### src/rtl/chdr_flush_sequencer_if.sv
// Control/status bundle between a flush sequencer and the controller plus
// the CHDR data-to-packet channels it drives.
interface chdr_flush_sequencer_if #(
  parameter int NUM_PORTS = 4,
  parameter int TIMEOUT_W = 32,
  parameter int WAIT_W    = 16
);
  logic                 start;
  logic                 abort;
  logic [NUM_PORTS-1:0] port_mask;
  logic [TIMEOUT_W-1:0] timeout;
  logic [WAIT_W-1:0]    max_wait;
  logic [NUM_PORTS-1:0] flush_active;
  logic [NUM_PORTS-1:0] flush_done;
  logic                 flush_en;
  logic [TIMEOUT_W-1:0] flush_timeout;
  logic                 busy;
  logic                 done;
  logic                 err_timeout;
  logic                 err_drain;
  logic                 aborted;
  logic [NUM_PORTS-1:0] timed_out_mask;
  logic [7:0]           flush_cnt;

  modport master (
    input  start, abort, port_mask, timeout, max_wait, flush_active, flush_done,
    output flush_en, flush_timeout, busy, done, err_timeout, err_drain,
           aborted, timed_out_mask, flush_cnt
  );

  modport slave (
    output start, abort, port_mask, timeout, max_wait, flush_active, flush_done,
    input  flush_en, flush_timeout, busy, done, err_timeout, err_drain,
           aborted, timed_out_mask, flush_cnt
  );
endinterface

### src/rtl/chdr_flush_sequencer.sv
// Sequences a shared flush enable across CHDR channels: FLUSH until all masked
// channels report done, DRAIN until they go inactive, with watchdog and abort.
module chdr_flush_sequencer_core #(
  parameter int NUM_PORTS = 4,
  parameter int TIMEOUT_W = 32,
  parameter int WAIT_W    = 16
) (
  input  logic                    clk_i,
  input  logic                    rst_i,
  chdr_flush_sequencer_if.master  bus
);
  typedef enum logic [1:0] {IDLE, FLUSH, DRAIN, DONE} state_t;

  state_t               state_q;
  logic [NUM_PORTS-1:0] mask_q;
  logic [NUM_PORTS-1:0] tmask_q;
  logic [TIMEOUT_W-1:0] timeout_q;
  logic [WAIT_W-1:0]    limit_q;
  logic [WAIT_W-1:0]    wd_q;
  logic                 flush_en_q, busy_q, done_q;
  logic                 err_to_q, err_dr_q, aborted_q;
  logic [7:0]           cnt_q;

  logic [WAIT_W-1:0]    wd_elapsed;
  logic                 wd_expired, all_done, drained;

  // wd_q counts completed cycles in the state; expiry compares the count
  // including the current cycle, so a limit of N allows exactly N cycles.
  assign wd_elapsed = (&wd_q) ? wd_q : wd_q + 1'b1;
  assign wd_expired = (limit_q != '0) && (wd_elapsed == limit_q);
  assign all_done   = ((bus.flush_done & mask_q) == mask_q);
  assign drained    = ((bus.flush_active & mask_q) == '0);

  always_ff @(posedge clk_i or posedge rst_i) begin
    if (rst_i) begin
      state_q    <= IDLE;
      mask_q     <= '0;
      tmask_q    <= '0;
      timeout_q  <= '0;
      limit_q    <= '0;
      wd_q       <= '0;
      flush_en_q <= 1'b0;
      busy_q     <= 1'b0;
      done_q     <= 1'b0;
      err_to_q   <= 1'b0;
      err_dr_q   <= 1'b0;
      aborted_q  <= 1'b0;
      cnt_q      <= '0;
    end else begin
      done_q <= 1'b0;
      case (state_q)
        IDLE: begin
          if (bus.start) begin
            mask_q    <= bus.port_mask;
            timeout_q <= bus.timeout;
            limit_q   <= bus.max_wait;
            tmask_q   <= '0;
            err_to_q  <= 1'b0;
            err_dr_q  <= 1'b0;
            aborted_q <= 1'b0;
            wd_q      <= '0;
            busy_q    <= 1'b1;
            if (bus.port_mask == '0) begin
              state_q <= DONE;
              done_q  <= 1'b1;
              cnt_q   <= cnt_q + 1'b1;
            end else begin
              state_q    <= FLUSH;
              flush_en_q <= 1'b1;
            end
          end
        end
        FLUSH: begin
          wd_q <= wd_elapsed;
          if (bus.abort || all_done || wd_expired) begin
            state_q    <= DRAIN;
            flush_en_q <= 1'b0;
            wd_q       <= '0;
            if (bus.abort) begin
              aborted_q <= 1'b1;
            end else if (!all_done) begin
              err_to_q <= 1'b1;
              tmask_q  <= mask_q & ~bus.flush_done;
            end
          end
        end
        DRAIN: begin
          wd_q <= wd_elapsed;
          if (bus.abort || drained || wd_expired) begin
            state_q <= DONE;
            done_q  <= 1'b1;
            if (bus.abort) aborted_q <= 1'b1;
            else if (!drained) err_dr_q <= 1'b1;
            if (!bus.abort && drained && !err_to_q && !aborted_q) cnt_q <= cnt_q + 1'b1;
          end
        end
        DONE: begin
          state_q <= IDLE;
          busy_q  <= 1'b0;
        end
        default: state_q <= IDLE;
      endcase
    end
  end

  assign bus.flush_en       = flush_en_q;
  assign bus.flush_timeout  = timeout_q;
  assign bus.busy           = busy_q;
  assign bus.done           = done_q;
  assign bus.err_timeout    = err_to_q;
  assign bus.err_drain      = err_dr_q;
  assign bus.aborted        = aborted_q;
  assign bus.timed_out_mask = tmask_q;
  assign bus.flush_cnt      = cnt_q;
endmodule

module chdr_flush_sequencer #(
  parameter int NUM_PORTS = 4,
  parameter int TIMEOUT_W = 32,
  parameter int WAIT_W    = 16
) (
  input  logic                 clk_i,
  input  logic                 rst_i,
  input  logic                 start_i,
  input  logic                 abort_i,
  input  logic [NUM_PORTS-1:0] port_mask_i,
  input  logic [TIMEOUT_W-1:0] timeout_i,
  input  logic [WAIT_W-1:0]    max_wait_i,
  input  logic [NUM_PORTS-1:0] flush_active_i,
  input  logic [NUM_PORTS-1:0] flush_done_i,
  output logic                 flush_en_o,
  output logic [TIMEOUT_W-1:0] flush_timeout_o,
  output logic                 busy_o,
  output logic                 done_o,
  output logic                 err_timeout_o,
  output logic                 err_drain_o,
  output logic                 aborted_o,
  output logic [NUM_PORTS-1:0] timed_out_mask_o,
  output logic [7:0]           flush_cnt_o
);
  chdr_flush_sequencer_if #(
    .NUM_PORTS(NUM_PORTS), .TIMEOUT_W(TIMEOUT_W), .WAIT_W(WAIT_W)
  ) bus ();

  assign bus.start        = start_i;
  assign bus.abort        = abort_i;
  assign bus.port_mask    = port_mask_i;
  assign bus.timeout      = timeout_i;
  assign bus.max_wait     = max_wait_i;
  assign bus.flush_active = flush_active_i;
  assign bus.flush_done   = flush_done_i;

  assign flush_en_o       = bus.flush_en;
  assign flush_timeout_o  = bus.flush_timeout;
  assign busy_o           = bus.busy;
  assign done_o           = bus.done;
  assign err_timeout_o    = bus.err_timeout;
  assign err_drain_o      = bus.err_drain;
  assign aborted_o        = bus.aborted;
  assign timed_out_mask_o = bus.timed_out_mask;
  assign flush_cnt_o      = bus.flush_cnt;

  chdr_flush_sequencer_core #(
    .NUM_PORTS(NUM_PORTS), .TIMEOUT_W(TIMEOUT_W), .WAIT_W(WAIT_W)
  ) u_core (
    .clk_i (clk_i),
    .rst_i (rst_i),
    .bus   (bus.master)
  );
endmodule

### config.mk
export PLATFORM = sky130hd
export DESIGN_NAME = chdr_flush_sequencer
export DESIGN_NICKNAME = d
export VERILOG_FILES = /design/src/rtl/chdr_flush_sequencer_if.sv /design/src/rtl/chdr_flush_sequencer.sv
export SDC_FILE = /design/constraint.sdc
export NUM_CORES = 1
export LEC_CHECK = 0
export ABC_AREA = 1
export CORE_ASPECT_RATIO = 1.4
export CORE_MARGIN = 2
export CORE_UTILIZATION = 50
export DETAILED_ROUTE_END_ITERATION = 16
export GPL_TIMING_DRIVEN = 0
export PLACE_DENSITY = 0.84
export SLEW_MARGIN = 20
export SYNTH_ARGS = -nofsm -noshare
export SYNTH_HDL_FRONTEND = slang
export SYNTH_SLANG_ARGS = --single-unit
### constraint.sdc
create_clock -name clk_i -period 3.1 [get_ports clk_i]
set_input_delay 0.465 -clock clk_i [delete_from_list [all_inputs] [get_ports clk_i]]
set_output_delay 0.465 -clock clk_i [all_outputs]
set_load 0.1 [all_outputs]
==> impl_metrics.py, run 1 <==
metrics = {
    "sta": {
        "hold_viol": 0,
        "setup_viol_count_final": 0,
        "finClkSkew_ns": 0.00849,
        "worst_slack_ns": 0.254,
        "rsz0062_at_grt": "false",
        "worst_hold_slack_ns": 0.483,
        "finalCritPeriodShare_pct": 91.8,
        "finalCriticalPeriod_ns": 2.85,
        "slew_viol_final": 0,
        "relSlewSlack_pct": 31.3,
        "tightestPinTransition_ns": 1.03,
        "fmax_mhz": 351,
    },
    "critical_path": {
        "cp_num_buf_inv": 3,
        "crit_path_frequent_cell": "nand2_1",
        "crit_chain": "ha_1 > nand3_1 > inv_2 > nand2_4 > nor2_8 > inv_6 > buf_8 > nand3_1 > nand2_1 > nor2_2 > nand2_1 > nor2_2 > nand3_2 > nand3_2 > nand2_2 > nand2_1 > o22ai_1",
        "crit_type": "reg2reg",
        "crit_family": "simple AND/OR/NAND/NOR gates",
        "crit_path_end_kind": "flop",
        "required_ns": 3.30,
        "slowest_delay_ns": 0.44,
        "crit_path_top_delay_cell": "dfrtp_1",
        "critPathMaxFanout": 10,
        "critPathLaunchType": "flop",
        "arrival_ns": 3.05,
    },
    "pwr": {
        "total_power_mw": 7.17,
        "p_leak_nw": 3.07,
        "vdd_drop_max_v": 0.00101,
        "pwr_density_cell_nw_per_um2": 1160,
    },
    "floorplanning": {
        "io_pins": 114,
        "die-area_um2": 10100,
        "die_h_um": 118,
        "start_util_pct": 51.3,
        "rows": 41,
        "fp.coreArea_um2": 9030,
        "die_x_um": 85.4,
    },
    "route": {
        "dr.pass1.iters": 4,
        "post_drt_wl_per_cell_um": 14.7,
        "via_per_inst": 5.23,
        "drtIter0Drc": 211,
        "wirelength_um": 12400,
        "drc": 0,
        "num_vias": 4397,
        "final_antenna_net_count": 0,
    },
    "synthesis": {
        "synth_top_family_by_area": "simple AND/OR/NAND/NOR gates",
        "synth-seq-cells": 88,
        "syn_nets": 674,
        "synth-compound-area-share_pct": 6.05,
        "synth.distinct_cells": 36,
        "yosysWarnings": 0,
        "netlist_area_um2": 4630,
        "synthCells": 604,
        "synth-xor-area-share_pct": 2.78,
        "synth_mux_area_share_pct": 0,
        "synth.avg_cell_area_um2": 7.67,
        "synth_fa_ha_area_share_pct": 1.62,
        "synth_simple_gate_area_share_pct": 34.7,
        "synth-seq-area-share_pct": 47.5,
    },
    "clocking": {
        "cts_setup_buffers": 0,
        "cts_tree": "built",
        "clkTransAtPathRegs_ns": 0.06,
        "cts_max_level": 3,
        "cts-hold-fix-buffers": 0,
        "cts.repair.resized": 0,
        "clkSinkCount": 88,
        "insertion_delay_ns": 0.35,
        "cts-root-buf": "clkbuf_16",
        "cts_buffers": 9,
        "clock_path_buffers": 2,
    },
    "global_route": {
        "overflow": 0,
        "antenna_found_initial": 0,
        "grt_pass1_wl_um": 20700,
        "grt_max_degree": 49,
        "grt_pass1_vias": 4568,
        "grt_util_all_layers_pct": 25.8,
    },
    "min_path": {
        "worstHoldPathType": "reg2reg",
    },
    "placed_design": {
        "place_hpwl_um": 9480,
        "pre_cts_ws_ns": 0.292,
        "io_buffers": 113,
        "gp_congestion": 0.930,
    },
    "run": {
        "drv_cap": 0,
    },
    "cells_and_area": {
        "drive_above_1_share_pct": 6.00,
        "final_nets": 799,
        "syn_to_final_growth_pct": 33.9,
        "diodes": 0,
    },
    "run_status": {
        "status": "complete, no violations",
    },
}
-- layout by cell type, fill, tap and decap left out, types with 2 or more instances in the layout --
cell / Yosys / routed
nor2_1: 36 / 36
clkbuf_16: 0 / 9
nand4_1: 15 / 15
clkinvlp_4: 0 / 3
o22ai_1: 4 / 4
buf_1: 2 / 2
o21ai_0: 28 / 28
ha_1: 6 / 6
nor4_1: 6 / 6
nand2_1: 250 / 250
dfrtp_1: 88 / 88
clkbuf_1: 10 / 11
xor2_1: 9 / 9
o21ai_1: 13 / 13
nand2_2: 3 / 3
nand3_1: 33 / 33
nand3_2: 7 / 7
clkdlybuf4s50_1: 0 / 113
nor2_2: 4 / 4
inv_1: 65 / 64
a21oi_1: 2 / 2
nor2_8: 2 / 2
inv_2: 2 / 2
nand3_4: 2 / 2
xnor2_1: 3 / 3
-- layer usage --
layer	routed length (um)	track usage, %
met2	6570	45.5
met5	0	0
met1	4780	29.3
met4	527	13.8
met3	497	3.86
-- worst min-delay path: stages (launching register included) --
cell	delay, ns
dfrtp_1	0.35
nand2_1	0.05
nand2_1	0.05
-- path summary, 6_finish.rpt --
kind	to	start	slack, ns	cells after the start
min reg2reg	u_core.bus.flush_timeout[19]	u_core.bus.flush_timeout[19]	0.48	2
min	u_core.bus.flush_timeout[19]	u_core.bus.flush_timeout[19]	0.48	2
max	u_core.wd_q[8]	u_core.wd_q[0]	0.25	17
max reg2reg	u_core.wd_q[8]	u_core.wd_q[0]	0.25	17
max in group asynchronous	u_core.wd_q[9]	rst_i	1.96	3
min in group asynchronous	u_core.bus.flush_timeout[4]	rst_i	0.52	2
-- stage by stage --
step	util (%)	std cells	TNS, ns	area [um2]
final	68.7	840	0	6200
after global routing	68.7	840	0	6200
after CTS	68.7	840	0	6200
after detailed placement	65.7	825	0	5930
after global placement	65.3	824	-82.53	5900
after floorplan	-	604	0	4630
-- cells in the mapped netlist --
cell	count	area (um2)
nand2_1	250	938
dfrtp_1	88	2200
inv_1	65	244
nor2_1	36	135
nand3_1	33	165
o21ai_0	28	140
nand4_1	15	93.8
o21ai_1	13	65.1
clkbuf_1	10	37.5
xor2_1	9	78.8
nand3_2	7	70.1
ha_1	6	75.1
nor4_1	6	37.5
nor2_2	4	25.0
o22ai_1	4	25.0
nand2_2	3	18.8
xnor2_1	3	26.3
a21oi_1	2	10.0
buf_1	2	7.51
inv_2	2	7.51
nand3_4	2	35.0
nor2_8	2	40.0
a221oi_1	1	8.76
a22o_1	1	8.76
buf_4	1	7.51
buf_6	1	11.3
buf_8	1	15.0
inv_6	1	8.76
nand2_4	1	11.3
nand4_4	1	21.3
nor2_4	1	11.3
nor3_1	1	5.00
o211ai_1	1	7.51
o21bai_1	1	7.51
o31ai_1	1	7.51
xnor3_2	1	23.8
-- kinds of logic (layout without fill, tap and decap cells) --
kind of cell,count (synthesis),count (layout)
compound gates,52,52
xor+xnor,13,13
fa+ha+maj,6,6
buf+inv,83,212
flops,88,88
simple gates,362,362
-- sequential cells by signal (all words and copies together) (netlist names), 2 cells and up --
| signal | cells |
|---|---|
| u_core.bus.flush_timeout | 32 |
| u_core.limit_q | 16 |
| u_core.wd_q | 16 |
| u_core.bus.flush_cnt | 8 |
| u_core.bus.timed_out_mask | 4 |
| u_core.mask_q | 4 |
| u_core.state_q | 2 |
-- where the power goes --
group	total [mW]	switching [mW]	internal (mW)
registers	1.90	0.325	1.58
clock network	1.01	0.450	0.562
logic	4.26	3.21	1.05
-- layout make-up --
type | count | area, um2
fill | 758 | 2830
sequential | 88 | 2200
tap | 107 | 134
clock buffer | 11 | 243
timing repair buffer | 114 | 1160
inverter | 68 | 263
buffer | 15 | 78.8
clock inverter | 4 | 31.3
multi-input combinational | 433 | 2090
(Power assumes the default switching activity.)
==> run 2: changes to the inputs <==
- SETUP_SLACK_MARGIN: unset -> 0.2
==> run 2 against run 1 <==
  * Via count barely moved
  * Routed wire length rose by 0.26%
  * Sequential power barely moved
  * Setup slack improved by 0.17 ns
  * Largest power group unchanged
  * Critical path depth rose by 1
  * Final area rose by 0.58%
  * Power rose by 0.26%
  * Hold slack improved by 0.0019 ns
==> impl_metrics.py, run 2 (synthesis gave the netlist of run 1 again) <==
metrics = {
    "sta": {
        "rsz0062_at_grt": "false",
        "finClkSkew_ns": 0.00827,
        "tightestPinTransition_ns": 1.02,
        "finalCritPeriodShare_pct": 86.3,
        "fmax_mhz": 374,
        "hold_viol": 0,
        "tns_ns": 0,
        "setup_viol_count_final": 0,
        "finalCriticalPeriod_ns": 2.68,
        "worst_slack_ns": 0.424,
        "relSlewSlack_pct": 31.8,
        "slew_viol_final": 0,
    },
    "clocking": {
        "cts_tree": "built",
        "cts-root-buf": "clkbuf_16",
        "insertion_delay_ns": 0.35,
        "cts-hold-fix-buffers": 0,
        "cts_max_level": 3,
        "clock_path_buffers": 2,
        "clkSinkCount": 88,
        "clkTransAtPathRegs_ns": 0.06,
        "cts_buffers": 9,
    },
    "route": {
        "via_per_inst": 5.23,
        "post_drt_wl_per_cell_um": 14.7,
        "drtIter0Drc": 189,
        "drc": 0,
        "dr.pass1.iters": 5,
        "wirelength_um": 12400,
        "num_vias": 4400,
        "final_antenna_net_count": 0,
    },
    "cells_and_area": {
        "final_nets": 801,
        "syn_to_final_growth_pct": 34.6,
        "final_common_cell": "nand2_1",
        "final_cell_mix": "249 x nand2_1, 113 x clkdlybuf4s50_1, 87 x dfrtp_1, 64 x inv_1, 35 x nor2_1",
        "diodes": 0,
        "drive_above_1_share_pct": 6.67,
        "fin_area_um2": 6240,
        "largest_reg_flops": 32,
    },
    "floorplanning": {
        "die_x_um": 85.4,
        "die_h_um": 118,
        "io_pins": 114,
        "rows": 41,
        "start_util_pct": 51.3,
        "die-area_um2": 10100,
        "fp.coreArea_um2": 9030,
    },
    "global_route": {
        "grt_max_degree": 49,
        "overflow": 0,
        "grt_util_all_layers_pct": 25.8,
        "antenna_found_initial": 0,
        "grt_pass1_wl_um": 20700,
        "grt_pass1_vias": 4568,
    },
    "placed_design": {
        "gp_congestion": 0.930,
        "place_hpwl_um": 9480,
        "pre_cts_ws_ns": 0.292,
        "io_buffers": 113,
        "dpl-instance-area_um2": 5930,
    },
    "pwr": {
        "p_leak_nw": 3.08,
        "pwr_density_cell_nw_per_um2": 1150,
        "total_power_mw": 7.19,
        "vdd_drop_max_v": 0.00101,
    },
    "critical_path": {
        "crit_path_end_kind": "flop",
        "crit_type": "reg2reg",
        "r2r_slack_ns": 0.42,
        "required_ns": 3.31,
        "arrival_ns": 2.88,
        "critPathMaxFanout": 10,
        "r2r_start": "u_core.wd_q[0]",
        "worstReg2RegEnd": "u_core.wd_q[6]",
        "critPathLaunchType": "flop",
        "reg2reg_depth": 18,
    },
    "min_path": {
        "worst_hold_path.endpoint": "u_core.bus.flush_timeout[19]",
        "worstHoldPathCells": 2,
        "worstHoldPathType": "reg2reg",
        "hp-start": "u_core.bus.flush_timeout[19]",
    },
    "run_status": {
        "status": "complete, no violations",
    },
    "run": {
        "drv_cap": 0,
    },
}
[run 2: changes by cell type in the layout (fill, tap and decap cells not counted)]
cell	delta
buf_4	+2
nand3_2	-2
nand3_4	+2
dfrtp_1	-1
dfrtp_2	+1
nand2_1	-1
nand2_2	+1
nor2_1	-1
nor2_2	+1
[run 2: area by class of cell]
type	count	area [um2]
Tap cell	107	134
Clock buffer	11	243
Timing Repair Buffer	116	1170
Sequential cell	88	2200
Multi-Input combinational cell	433	2110
Inverter	68	263
Buffer	15	78.8
Fill cell	752	2790
Clock inverter	4	31.3
[run 2: repair_timing]
action | in CTS | in global routing
setup endpoints to repair | 0 | 32
endpoints found under the hold margin | 0 | 0
resized for setup | 0 | 5
buffers inserted | 0 | 2
[run 2: metal layers]
metal | global-route usage [%] | share of wire (%)
met1 | 29.3 | 38
met2 | 45.5 | 54
met3 | 3.86 | 4.4
met4 | 13.8 | 3.9
met5 | 0 | 0
[run 2: per-stage QoR]
step,cells,util (%),hold WS (ns)
floorplan,604,-,0.509
global placement,824,65.3,0.462
detailed placement,825,65.7,0.469
CTS,840,68.7,0.486
global route,842,69.1,0.510
finish,842,69.1,0.485
[run 2: power breakdown]
group / internal, mW / switching, mW
registers: 1.58 / 0.323
clock network: 0.562 / 0.451
logic: 1.05 / 3.22
total: 3.19 / 4.00
[run 2: critical path, cell delays in order, from the launching register on]
cell and delay, ns:
dfrtp_2 0.42, ha_1 0.20, nand3_1 0.15, inv_2 0.12
nand2_4 0.09, nor2_8 0.20, inv_6 0.08, buf_8 0.15
nand3_1 0.09, nand2_1 0.07, nor2_2 0.08, nand2_1 0.07
nor2_2 0.19, nand3_4 0.14, nand3_4 0.11, nand2_2 0.07
buf_6 0.15, nand3_1 0.07, o21ai_1 0.08
[run 2: how the worst max path moves through the flow]
stage                        start                 end  slack, ns
finish              u_core.wd_q[0]      u_core.wd_q[6]       0.42
global route        u_core.wd_q[0]      u_core.wd_q[6]       0.23
CTS                 u_core.wd_q[0]     u_core.wd_q[12]       0.28
detailed placement  u_core.wd_q[0]     u_core.wd_q[12]       0.29
global placement             rst_i  u_core.limit_q[14]      -0.94
floorplan                    rst_i  u_core.bus.aborted       0.36
